## config.mk

```make
export PLATFORM = sky130hd
export DESIGN_NAME = bsg_wormhole_packet_assembler
export DESIGN_NICKNAME = d
export VERILOG_FILES = /design/src/rtl/bsg_wormhole_assembler_pkg.sv /design/src/rtl/bsg_counter_clear_up.sv /design/src/rtl/bsg_wormhole_packet_assembler.sv
export SDC_FILE = /design/constraint.sdc
export NUM_CORES = 1
export LEC_CHECK = 0
export ABC_AREA = 1
export CAP_MARGIN = 10
export CORE_MARGIN = 5
export CORE_UTILIZATION = 52
export CTS_CLUSTER_SIZE = 16
export DETAILED_ROUTE_END_ITERATION = 12
export MAX_ROUTING_LAYER = met4
export PLACE_DENSITY = 0.95
export SYNTH_ARGS = -nofsm -noshare
export SYNTH_HDL_FRONTEND = slang
export SYNTH_SLANG_ARGS = --single-unit
```

## constraint.sdc

```tcl
create_clock -name clk_i -period 4 [get_ports clk_i]
set_clock_uncertainty 0.05 [all_clocks]
set_input_delay 0.8 -clock clk_i [delete_from_list [all_inputs] [get_ports clk_i]]
set_output_delay 0.8 -clock clk_i [all_outputs]
set_load 0.1 [all_outputs]
```

## src/rtl/bsg_wormhole_assembler_pkg.sv

```systemverilog
// ============================================================================
// bsg_wormhole_assembler_pkg
// Shared FSM encoding, header struct macro and width helper for the assembler.
// Revision: 1.0
// ============================================================================
`default_nettype none

`define DECLARE_BSG_WORMHOLE_HDR_S(cord_width_p, len_width_p) \
    typedef struct packed {                                     \
        logic [len_width_p-1:0]  len;                           \
        logic [cord_width_p-1:0] cord;                          \
    } bsg_wormhole_hdr_s

package bsg_wormhole_assembler_pkg;

    typedef enum logic [1:0] {
        eHdr  = 2'd0,
        eBody = 2'd1,
        eFull = 2'd2
    } state_e;

    function automatic int pkt_width(input int flit_width, input int len_width);
        return flit_width * (1 << len_width);
    endfunction

endpackage

`default_nettype wire

```

## src/rtl/bsg_counter_clear_up.sv

```systemverilog
// ============================================================================
// bsg_counter_clear_up
// Up counter with synchronous clear; clear and up together load 1.
// Revision: 1.0
// ============================================================================
`default_nettype none

module bsg_counter_clear_up #(
    parameter int WIDTH_P = 4
) (
    input  logic               clk_i,
    input  logic               reset_n_i,
    input  logic               clear_i,
    input  logic               up_i,
    output logic [WIDTH_P-1:0] count_o
);

    logic [WIDTH_P-1:0] r_count;

    always_ff @(posedge clk_i) begin
        if (!reset_n_i) begin
            r_count <= '0;
        end else if (clear_i) begin
            r_count <= WIDTH_P'(up_i);
        end else if (up_i) begin
            r_count <= r_count + WIDTH_P'(1);
        end
    end

    assign count_o = r_count;

endmodule

`default_nettype wire

```

## src/rtl/bsg_wormhole_packet_assembler.sv

```systemverilog
// ============================================================================
// bsg_wormhole_packet_assembler
// Collects a header plus len body flits into one wide word, offered via v/ready.
// Revision: 1.0
// ============================================================================
`default_nettype none

module bsg_wormhole_packet_assembler
    import bsg_wormhole_assembler_pkg::*;
#(
    parameter  int FLIT_WIDTH_P = 8,
    parameter  int CORD_WIDTH_P = 5,
    parameter  int LEN_WIDTH_P  = 3,
    localparam int MAX_FLITS_LP = 1 << LEN_WIDTH_P,
    localparam int PKT_WIDTH_LP = pkt_width(FLIT_WIDTH_P, LEN_WIDTH_P)
) (
    input  logic                    clk_i,
    input  logic                    reset_n_i,
    input  logic [FLIT_WIDTH_P-1:0] data_i,
    input  logic                    v_i,
    output logic                    ready_and_o,
    output logic [PKT_WIDTH_LP-1:0] data_o,
    output logic [LEN_WIDTH_P-1:0]  len_o,
    output logic [CORD_WIDTH_P-1:0] cord_o,
    output logic                    v_o,
    input  logic                    ready_and_i
);

    localparam int IDX_WIDTH = LEN_WIDTH_P + 1;

    `DECLARE_BSG_WORMHOLE_HDR_S(CORD_WIDTH_P, LEN_WIDTH_P);

    state_e                 r_state;
    state_e                 w_state_next;
    bsg_wormhole_hdr_s      r_hdr;
    bsg_wormhole_hdr_s      w_hdr_in;
    logic [IDX_WIDTH-1:0]   r_index;
    logic                   w_accept;
    logic                   w_hdr_load;
    logic                   w_body_acc;
    logic                   w_last_body;

    assign w_hdr_in    = bsg_wormhole_hdr_s'(data_i[CORD_WIDTH_P+LEN_WIDTH_P-1:0]);
    assign w_accept    = v_i & ready_and_o;
    // In eFull an accepted flit is always the next header, taken while draining.
    assign w_hdr_load  = w_accept & (r_state != eBody);
    assign w_body_acc  = w_accept & (r_state == eBody);
    assign w_last_body = w_body_acc & (r_index == {1'b0, r_hdr.len});

    // The last body flit does not advance the index so it stays within len.
    bsg_counter_clear_up #(
        .WIDTH_P (IDX_WIDTH)
    ) u_index (
        .clk_i     (clk_i),
        .reset_n_i (reset_n_i),
        .clear_i   (w_hdr_load),
        .up_i      (w_hdr_load | (w_body_acc & ~w_last_body)),
        .count_o   (r_index)
    );

    always_ff @(posedge clk_i) begin
        if (!reset_n_i) begin
            r_state <= eHdr;
            r_hdr   <= '0;
        end else begin
            r_state <= w_state_next;
            if (w_hdr_load) begin
                r_hdr <= w_hdr_in;
            end
        end
    end

    always_comb begin
        w_state_next = r_state;
        unique case (r_state)
            eHdr: begin
                if (w_hdr_load) begin
                    w_state_next = (w_hdr_in.len == '0) ? eFull : eBody;
                end
            end
            eBody: begin
                if (w_last_body) begin
                    w_state_next = eFull;
                end
            end
            eFull: begin
                if (ready_and_i) begin
                    if (w_hdr_load) begin
                        w_state_next = (w_hdr_in.len == '0) ? eFull : eBody;
                    end else begin
                        w_state_next = eHdr;
                    end
                end
            end
            default: w_state_next = eHdr;
        endcase
    end

    always_comb begin
        ready_and_o = 1'b0;
        v_o         = 1'b0;
        unique case (r_state)
            eHdr, eBody: begin
                ready_and_o = reset_n_i;
            end
            eFull: begin
                ready_and_o = reset_n_i & ready_and_i;
                v_o         = 1'b1;
            end
            default: begin
                ready_and_o = 1'b0;
                v_o         = 1'b0;
            end
        endcase
    end

    // Header load zeroes every slot so no earlier body bytes survive.
    for (genvar k = 0; k < MAX_FLITS_LP; k++) begin : g_slot
        logic [FLIT_WIDTH_P-1:0] r_slot;

        always_ff @(posedge clk_i) begin
            if (!reset_n_i) begin
                r_slot <= '0;
            end else if (w_hdr_load) begin
                r_slot <= (k == 0) ? data_i : '0;
            end else if (w_body_acc && (r_index == IDX_WIDTH'(k))) begin
                r_slot <= data_i;
            end
        end

        assign data_o[k*FLIT_WIDTH_P +: FLIT_WIDTH_P] = r_slot;
    end

    assign len_o  = r_hdr.len;
    assign cord_o = r_hdr.cord;

    a_v_hold: assert property (@(posedge clk_i) disable iff (!reset_n_i)
        (v_o && !ready_and_i) |=> v_o);

    a_data_stable: assert property (@(posedge clk_i) disable iff (!reset_n_i)
        (v_o && !ready_and_i) |=> $stable(data_o));

    a_index_max: assert property (@(posedge clk_i) disable iff (!reset_n_i)
        r_index <= IDX_WIDTH'(MAX_FLITS_LP - 1));

endmodule

`default_nettype wire

```

==> summary.txt, run 1 <==
Placed design
  • Port Buffers: 85
  • Setup slack at placement: 1.02 ns
  • Detailed Place HPWL: 5970 um
  • Gpl congestion: 0.793
  • Dpl cell area: 4130 sq um

Worst setup path
  • WP data required: 3.15 ns
  • Crit path arrival time: 2.15 ns
  • CP Max Fanout: 12
  • Kind of critical path: input pin to primary output
  • Crit start category: input pin
  • Setup crit end kind: primary output
  • R2r setup slk: 2.06 ns
  • Worst reg2reg path depth: 7

Yosys
  • Seq/Total Area, Yosys: 0.478
  • Async S/R FF share, synth: 0
  • Mapped Avg Cell Area: 7.98 sq um
  • Mux cell area share after synthesis: 0
  • Yosys top cell area share: 0.478
  • XOR/XNOR Fraction of Synth Area: 0.00536
  • Synthesized netlist cell count: 409
  • Number of unique standard cell types used by synthesis: 23
  • FF+latch count, synth: 78
  • Post-synth top area cell: dfxtp_1
  • Synthesized cell area: 3270 sq um
  • Simple-gate portion of the synthesized area: 0.189
  • Synth Area in Adders: 0.0153
  • Compound-Gate Fraction of Synth Area: 0.187
  • Synth area leaders: dfxtp_1, nand2_1, o211ai_1, inv_1, o211ai_2
  • EDFF count, synth: 0
  • Synthesis Warnings: 0
  • Synthesized net count: 425
  • Largest family of logic cells by synthesized area: simple AND/OR/NAND/NOR gates
  • Ys flop type: dfxtp_1

Timing
  • Worst slew pin tran: 1.02 ns
  • Post-route minimum period: 3.00 ns
  • Min setup slack post-route: 1.00 ns
  • RSZ-0062 raised after global routing: no
  • Period utilization: 0.750
  • Fmax: 333 MHz
  • Final setup violation count: 0
  • Hold Fails Final Rpt: 0
  • TNS Setup: 0 ns
  • Max Slew Vio Count: 0
  • Relative slew slack: 0.315

Pwr
  • PwrDens: 402 nW/um^2
  • Pwr Total: 1.76 mW
  • Leakage: 1.95 nW
  • VDD IR-drop max: 0.278 mV

Floorplan
  • Core Box Area: 6030 sq um
  • Die X: 89.2 um
  • Cell Rows: 28
  • Starting density of the core: 0.542
  • Ports: 86
  • Die Y: 89.2 um
  • Die area: 7960 sq um

Clock tree
  • CTS tree: done
  • Post-CTS setup buffer count: 0
  • Clock Tree Buf Depth: 2
  • Sink Count: 78
  • CTS root buffer: clkbuf_8
  • Resize count post-CTS: 0
  • CTS Buf Count: 9
  • Clk Latency, worst-skew pair: 0.35 ns
  • Hold buffer count at CTS: 0
  • Number of H-tree levels: 3
  • Clock transition at the registers of the reported paths: 0.08 ns

GRT
  • Largest net degree at the start of global routing: 59
  • Met1 Use GR: 0.284
  • First-pass GRT wire length: 13900 um
  • Number of global-route vias before repair: 2917
  • Total Routing Usage GR: 0.237
  • Met3 usage: 0.0525
  • Routing usage on met2: 0.385
  • Congestion Overflow GR: 0
  • GR peak layer: met2
  • Antenna violations before repair: 0

Hold path
  • Worst hold path type: flip-flop to flip-flop
  • Hold path depth: 2

Cells and area
  • # diodes: 0
  • Share of cells above drive strength 1: 0.125
  • Utilization after layout: 0.729
  • Area occupied by multi-input gates: 1290 sq um
  • Area growth syn-to-layout: 34.4%
  • Sequential cell area: 1560 sq um
  • # fillers: 449
  • Final net count: 507
  • Final instance area: 4390 sq um

Run
  • Max cap viols: 0

Drt
  • Final ANT Viol Nets: 0
  • DRT Pass-1 Iters: 5
  • Total wire length: 8760 um
  • Average wire per standard cell: 15.3 um
  • DR DRC count: 0
  • Initial DRC count: 294
  • DR vias: 3023
  • Drt via density: 5.29

Status
  • Status: complete, no violations
-- layer usage --
layer  vias to the layer above  share of wire
met5                         -              0
met3                        26          0.068
met2                       119           0.49
met1                      1412           0.40
met4                         0          0.034
li1                       1466              -
-- layout by cell type, fill, tap and decap left out, drive strengths merged --
cell,instances
clkbuf,11
bufinv,3
clkinvlp,2
o21ai,17
xor2,2
buf,3
clkinv,3
inv,79
clkdlybuf4s50,84
a21oi,23
nand3,16
o211ai,48
nor2,17
nand4,1
nand2,105
dfxtp,78
ha,4
-- flip-flops by register name (all words and copies together) (netlist names) --
| signal | count |
|---|---|
| g_slot.r_slot | 64 |
| cord_o | 5 |
| u_index.count_o | 4 |
| len_o | 3 |
| r_state | 2 |
-- worst max-delay path, cell delays in order --
cell and delay (ns):
clkdlybuf4s50_1 0.46, buf_4 0.18, inv_1 0.21, a21oi_1 0.28, buf_12 0.21
-- per-stage QoR --
stage               hold slack [ns]  std cells
global placement              0.403        555
CTS                           0.422        571
floorplan                     0.451        409
global route                  0.451        571
finish                        0.421        571
detailed placement            0.410        555
-- report_power, final --
group / switching (mW) / leakage (nW) / total [mW] / internal (mW)
logic: 0.170 / 1.20 / 0.222 / 0.0525
clock network: 0.292 / 0.122 / 0.740 / 0.448
registers: 0.0117 / 0.631 / 0.801 / 0.790
total: 0.473 / 1.95 / 1.76 / 1.29
-- cells by family (layout without fill, tap and decap cells) --
family / Yosys count / after routing
AND/OR/NAND/NOR: 139 / 139
buffers and inverters: 98 / 185
AO/OA/AOI/OAI: 88 / 88
flip-flops: 78 / 78
adder cells (fa/ha/maj): 4 / 4
XOR/XNOR: 2 / 2
-- cell type report --
class / instances / area share
Tap cell: 75 / 0.0214
Inverter: 82 / 0.0701
Clock buffer: 11 / 0.0345
Timing Repair Buffer: 87 / 0.199
Sequential cell: 78 / 0.356
Multi-Input combinational cell: 233 / 0.295
Clock inverter: 5 / 0.0239
-- path summary, 6_finish.rpt --
kind,startpoint,endpoint
worst max-delay path,reset_n_i,ready_and_o
worst min-delay path,g_slot[0].r_slot[3],g_slot[0].r_slot[3]
worst max register to register,r_state[0],g_slot[2].r_slot[2]
worst min register to register,g_slot[0].r_slot[3],g_slot[0].r_slot[3]
-- cell usage after synthesis, types with 7 or more instances --
master,instances
o21ai_0,9
nor2_1,7
o21ai_1,8
o211ai_2,10
inv_1,60
nand3_1,14
o211ai_1,38
buf_2,9
a21oi_1,23
dfxtp_1,78
inv_2,19
nand2_1,104
(Power assumes the default switching activity.)
==> inputs of run 2 (changes only) <==
CORE_UTILIZATION = 44   (was 52)
PLACE_DENSITY = 0.86   (was 0.95)
clock period = 2.55 ns   (was 4 ns; I/O delays follow)
==> run 2 against run 1 <==
Effect of this change:
- first-iteration DRC count shrank 17%
- die area grew 16%
- non-clock buffer count up 15
- total power up 52%
- sequential share of layout area grew 0.48 points
- routed wire length decreased by 0.81%
- core utilization decreased by 13 points
- register-to-register slack worse by 1.8 ns
- critical path depth is 4 higher
- design area down 1.3%
==> summary.txt, run 2 (synthesized netlist as in run 1, its figures left out) <==
Drt
  • Total wire length: 8690 um (was 8760 um)
  • DRT Pass-1 Iters: 5 (unchanged)
  • DR DRC count: 0 (unchanged)
  • Initial DRC count: 244 (was 294)
  • Final ANT Viol Nets: 0 (unchanged)
  • DR vias: 3044 (was 3023)
  • Average wire per standard cell: 14.2 um (was 15.3 um)
  • Drt via density: 4.99 (was 5.29)

Clock tree
  • Number of H-tree levels: 3 (unchanged)
  • Clk Latency, worst-skew pair: 0.35 ns (about the same)
  • CTS root buffer: clkbuf_8 (unchanged)
  • CTS Buf Count: 9 (unchanged)
  • Resize count post-CTS: 0 (unchanged)
  • Clock Tree Buf Depth: 2 (unchanged)
  • Hold buffer count at CTS: 0 (unchanged)
  • Clock transition at the registers of the reported paths: 0.08 ns (about the same)
  • Post-CTS setup buffer count: 0 (unchanged)
  • Sink Count: 78 (unchanged)
  • CTS tree: done (unchanged)

Timing
  • Post-route minimum period: 2.33 ns
  • Fmax: 429 MHz
  • Period utilization: 0.914
  • RSZ-0062 raised after global routing: no (unchanged)
  • Relative slew slack: 0.258 (was 0.315)
  • Hold Fails Final Rpt: 0 (unchanged)
  • Max Slew Vio Count: 0 (unchanged)
  • Final setup violation count: 0 (unchanged)
  • Min setup slack post-route: 0.219 ns (was 1.00 ns)
  • Worst slew pin tran: 1.11 ns (was 1.02 ns)

Pwr
  • VDD IR-drop max: 0.440 mV (was 0.278 mV)
  • PwrDens: 618 nW/um^2 (was 402 nW/um^2)
  • Leakage: 2.17 nW (was 1.95 nW)
  • Pwr Total: 2.68 mW (was 1.76 mW)

Worst setup path
  • Kind of critical path: input pin to flip-flop (was input pin to primary output)
  • CP endpoint: g_slot[6].r_slot[6] (was ready_and_o)
  • Worst setup path start: ready_and_i (was reset_n_i)
  • R2r setup slk: 0.27 ns (was 2.06 ns)
  • WP data required: 2.79 ns (was 3.15 ns)
  • Critical Path Max Stage Delay: 0.83 ns (was 0.46 ns)
  • Crit path arrival time: 2.57 ns (was 2.15 ns)
  • Crit start category: input pin (unchanged)
  • CP Max Fanout: 47 (was 12)
  • FF-to-FF Start: r_state[0] (unchanged)
  • Worst-path cell with the longest stage delay: nor2_4 (was clkdlybuf4s50_1)
  • Worst reg2reg path depth: 9 (was 7)
  • Setup crit end kind: flip-flop (was primary output)
  • CP cell instances: clkdlybuf4s50_1, nand2_1, nand2_1, nand3_2, nor2_4, nor2_4, buf_4, o211ai_1, inv_2 (was clkdlybuf4s50_1, buf_4, inv_1, a21oi_1, buf_12)
  • Reg2reg end: g_slot[6].r_slot[6] (was g_slot[2].r_slot[2])

Hold path
  • Worst hold path type: flip-flop to flip-flop (unchanged)
  • Hold path depth: 2 (unchanged)

GRT
  • Total Routing Usage GR: 0.201 (was 0.237)
  • Largest net degree at the start of global routing: 48 (was 59)
  • First-pass GRT wire length: 14000 um (was 13900 um)
  • Congestion Overflow GR: 0 (unchanged)
  • Number of global-route vias before repair: 2865 (was 2917)
  • Antenna violations before repair: 0 (unchanged)

Run
  • Max cap viols: 0 (unchanged)

Placed design
  • Port Buffers: 85 (unchanged)
  • Setup slack at placement: -0.107 ns (was 1.02 ns)
  • Detailed Place HPWL: 6070 um (was 5970 um)
  • Gpl congestion: 0.933 (was 0.793)
  • Placed insts: 594 (was 555)

Floorplan
  • Cell Rows: 31 (was 28)
  • Starting density of the core: 0.450 (was 0.542)
  • Die X: 96.2 um (was 89.2 um)
  • Core Box Area: 7250 sq um (was 6030 sq um)
  • Die area: 9240 sq um (was 7960 sq um)
  • Die Y: 96.2 um (was 89.2 um)
  • Ports: 86 (unchanged)

Cells and area
  • Layout Cells excl Fill: 610 (was 571)
  • Top reg by flops: g_slot.r_slot (unchanged)
  • # diodes: 0 (unchanged)
  • Share of cells above drive strength 1: 0.294 (was 0.125)
  • Largest register FFs: 64 (unchanged)
  • Most frequent cells in the layout: nand2_1, buf_4, dfxtp_1, inv_1, o211ai_1 (was nand2_1, clkdlybuf4s50_1, dfxtp_1, inv_1, o211ai_1)
  • Area growth syn-to-layout: 32.6% (was 34.4%)
  • Commonest non-fill, non-tap cell in the layout: nand2_1 (unchanged)
  • Final net count: 522 (was 507)

Status
  • Status: complete, no violations (unchanged)
run 2: cell type report:
class / instances / area [sq um]
timing repair buffer: 102 / 806
inverter: 82 / 308
clock inverter: 3 / 65.1
sequential: 78 / 1560
multi-input combinational: 233 / 1300
fill: 631 / 2920
clock buffer: 13 / 169
tap: 99 / 124
run 2: worst max-delay path: cells and delay by family:
kind / cells / cell delay [ns]
AO/OA/AOI/OAI: 1 / 0.11
buffers and inverters: 3 / 0.80
AND/OR/NAND/NOR: 5 / 1.14
run 2: stage by stage:
| step | area, sq um | TNS, ns | hold WS, ns | util |
|---|---|---|---|---|
| after detailed placement | 4100 | -0.963 | 0.407 | 0.565 |
| after global routing | 4330 | 0 | 0.442 | 0.597 |
| after global placement | 4100 | -0.169 | 0.405 | 0.565 |
| final | 4330 | 0 | 0.417 | 0.597 |
| after floorplan | 3270 | 0 | 0.451 | - |
| after CTS | 4330 | 0 | 0.420 | 0.597 |
run 2: worst min-delay path by stage:
stage,startpoint,endpoint,slack (ns)
floorplan,u_index.count_o[3],u_index.count_o[3],0.45
detailed placement,g_slot[0].r_slot[2],g_slot[0].r_slot[2],0.41
finish,g_slot[0].r_slot[6],g_slot[0].r_slot[6],0.42
CTS,g_slot[0].r_slot[6],g_slot[0].r_slot[6],0.42
global route,g_slot[0].r_slot[5],g_slot[0].r_slot[5],0.44
global placement,g_slot[0].r_slot[5],g_slot[0].r_slot[5],0.41
run 2: power by group:
part	leakage (nW)	switching (mW)	total (mW)	internal [mW]
clock network	0.120	0.434	1.07	0.631
registers	0.631	0.0198	1.26	1.24
logic	1.42	0.265	0.354	0.0887
run 2: metal layers:
metal  GRT usage  up-vias  routed length, um  share of wire
met5           -        -                  0              0
met4       0.101        0                280          0.032
met3      0.0399       31                606          0.070
met2       0.302      130               4060           0.47
met1       0.257     1377               3740           0.43
li1            -     1506                  -              -
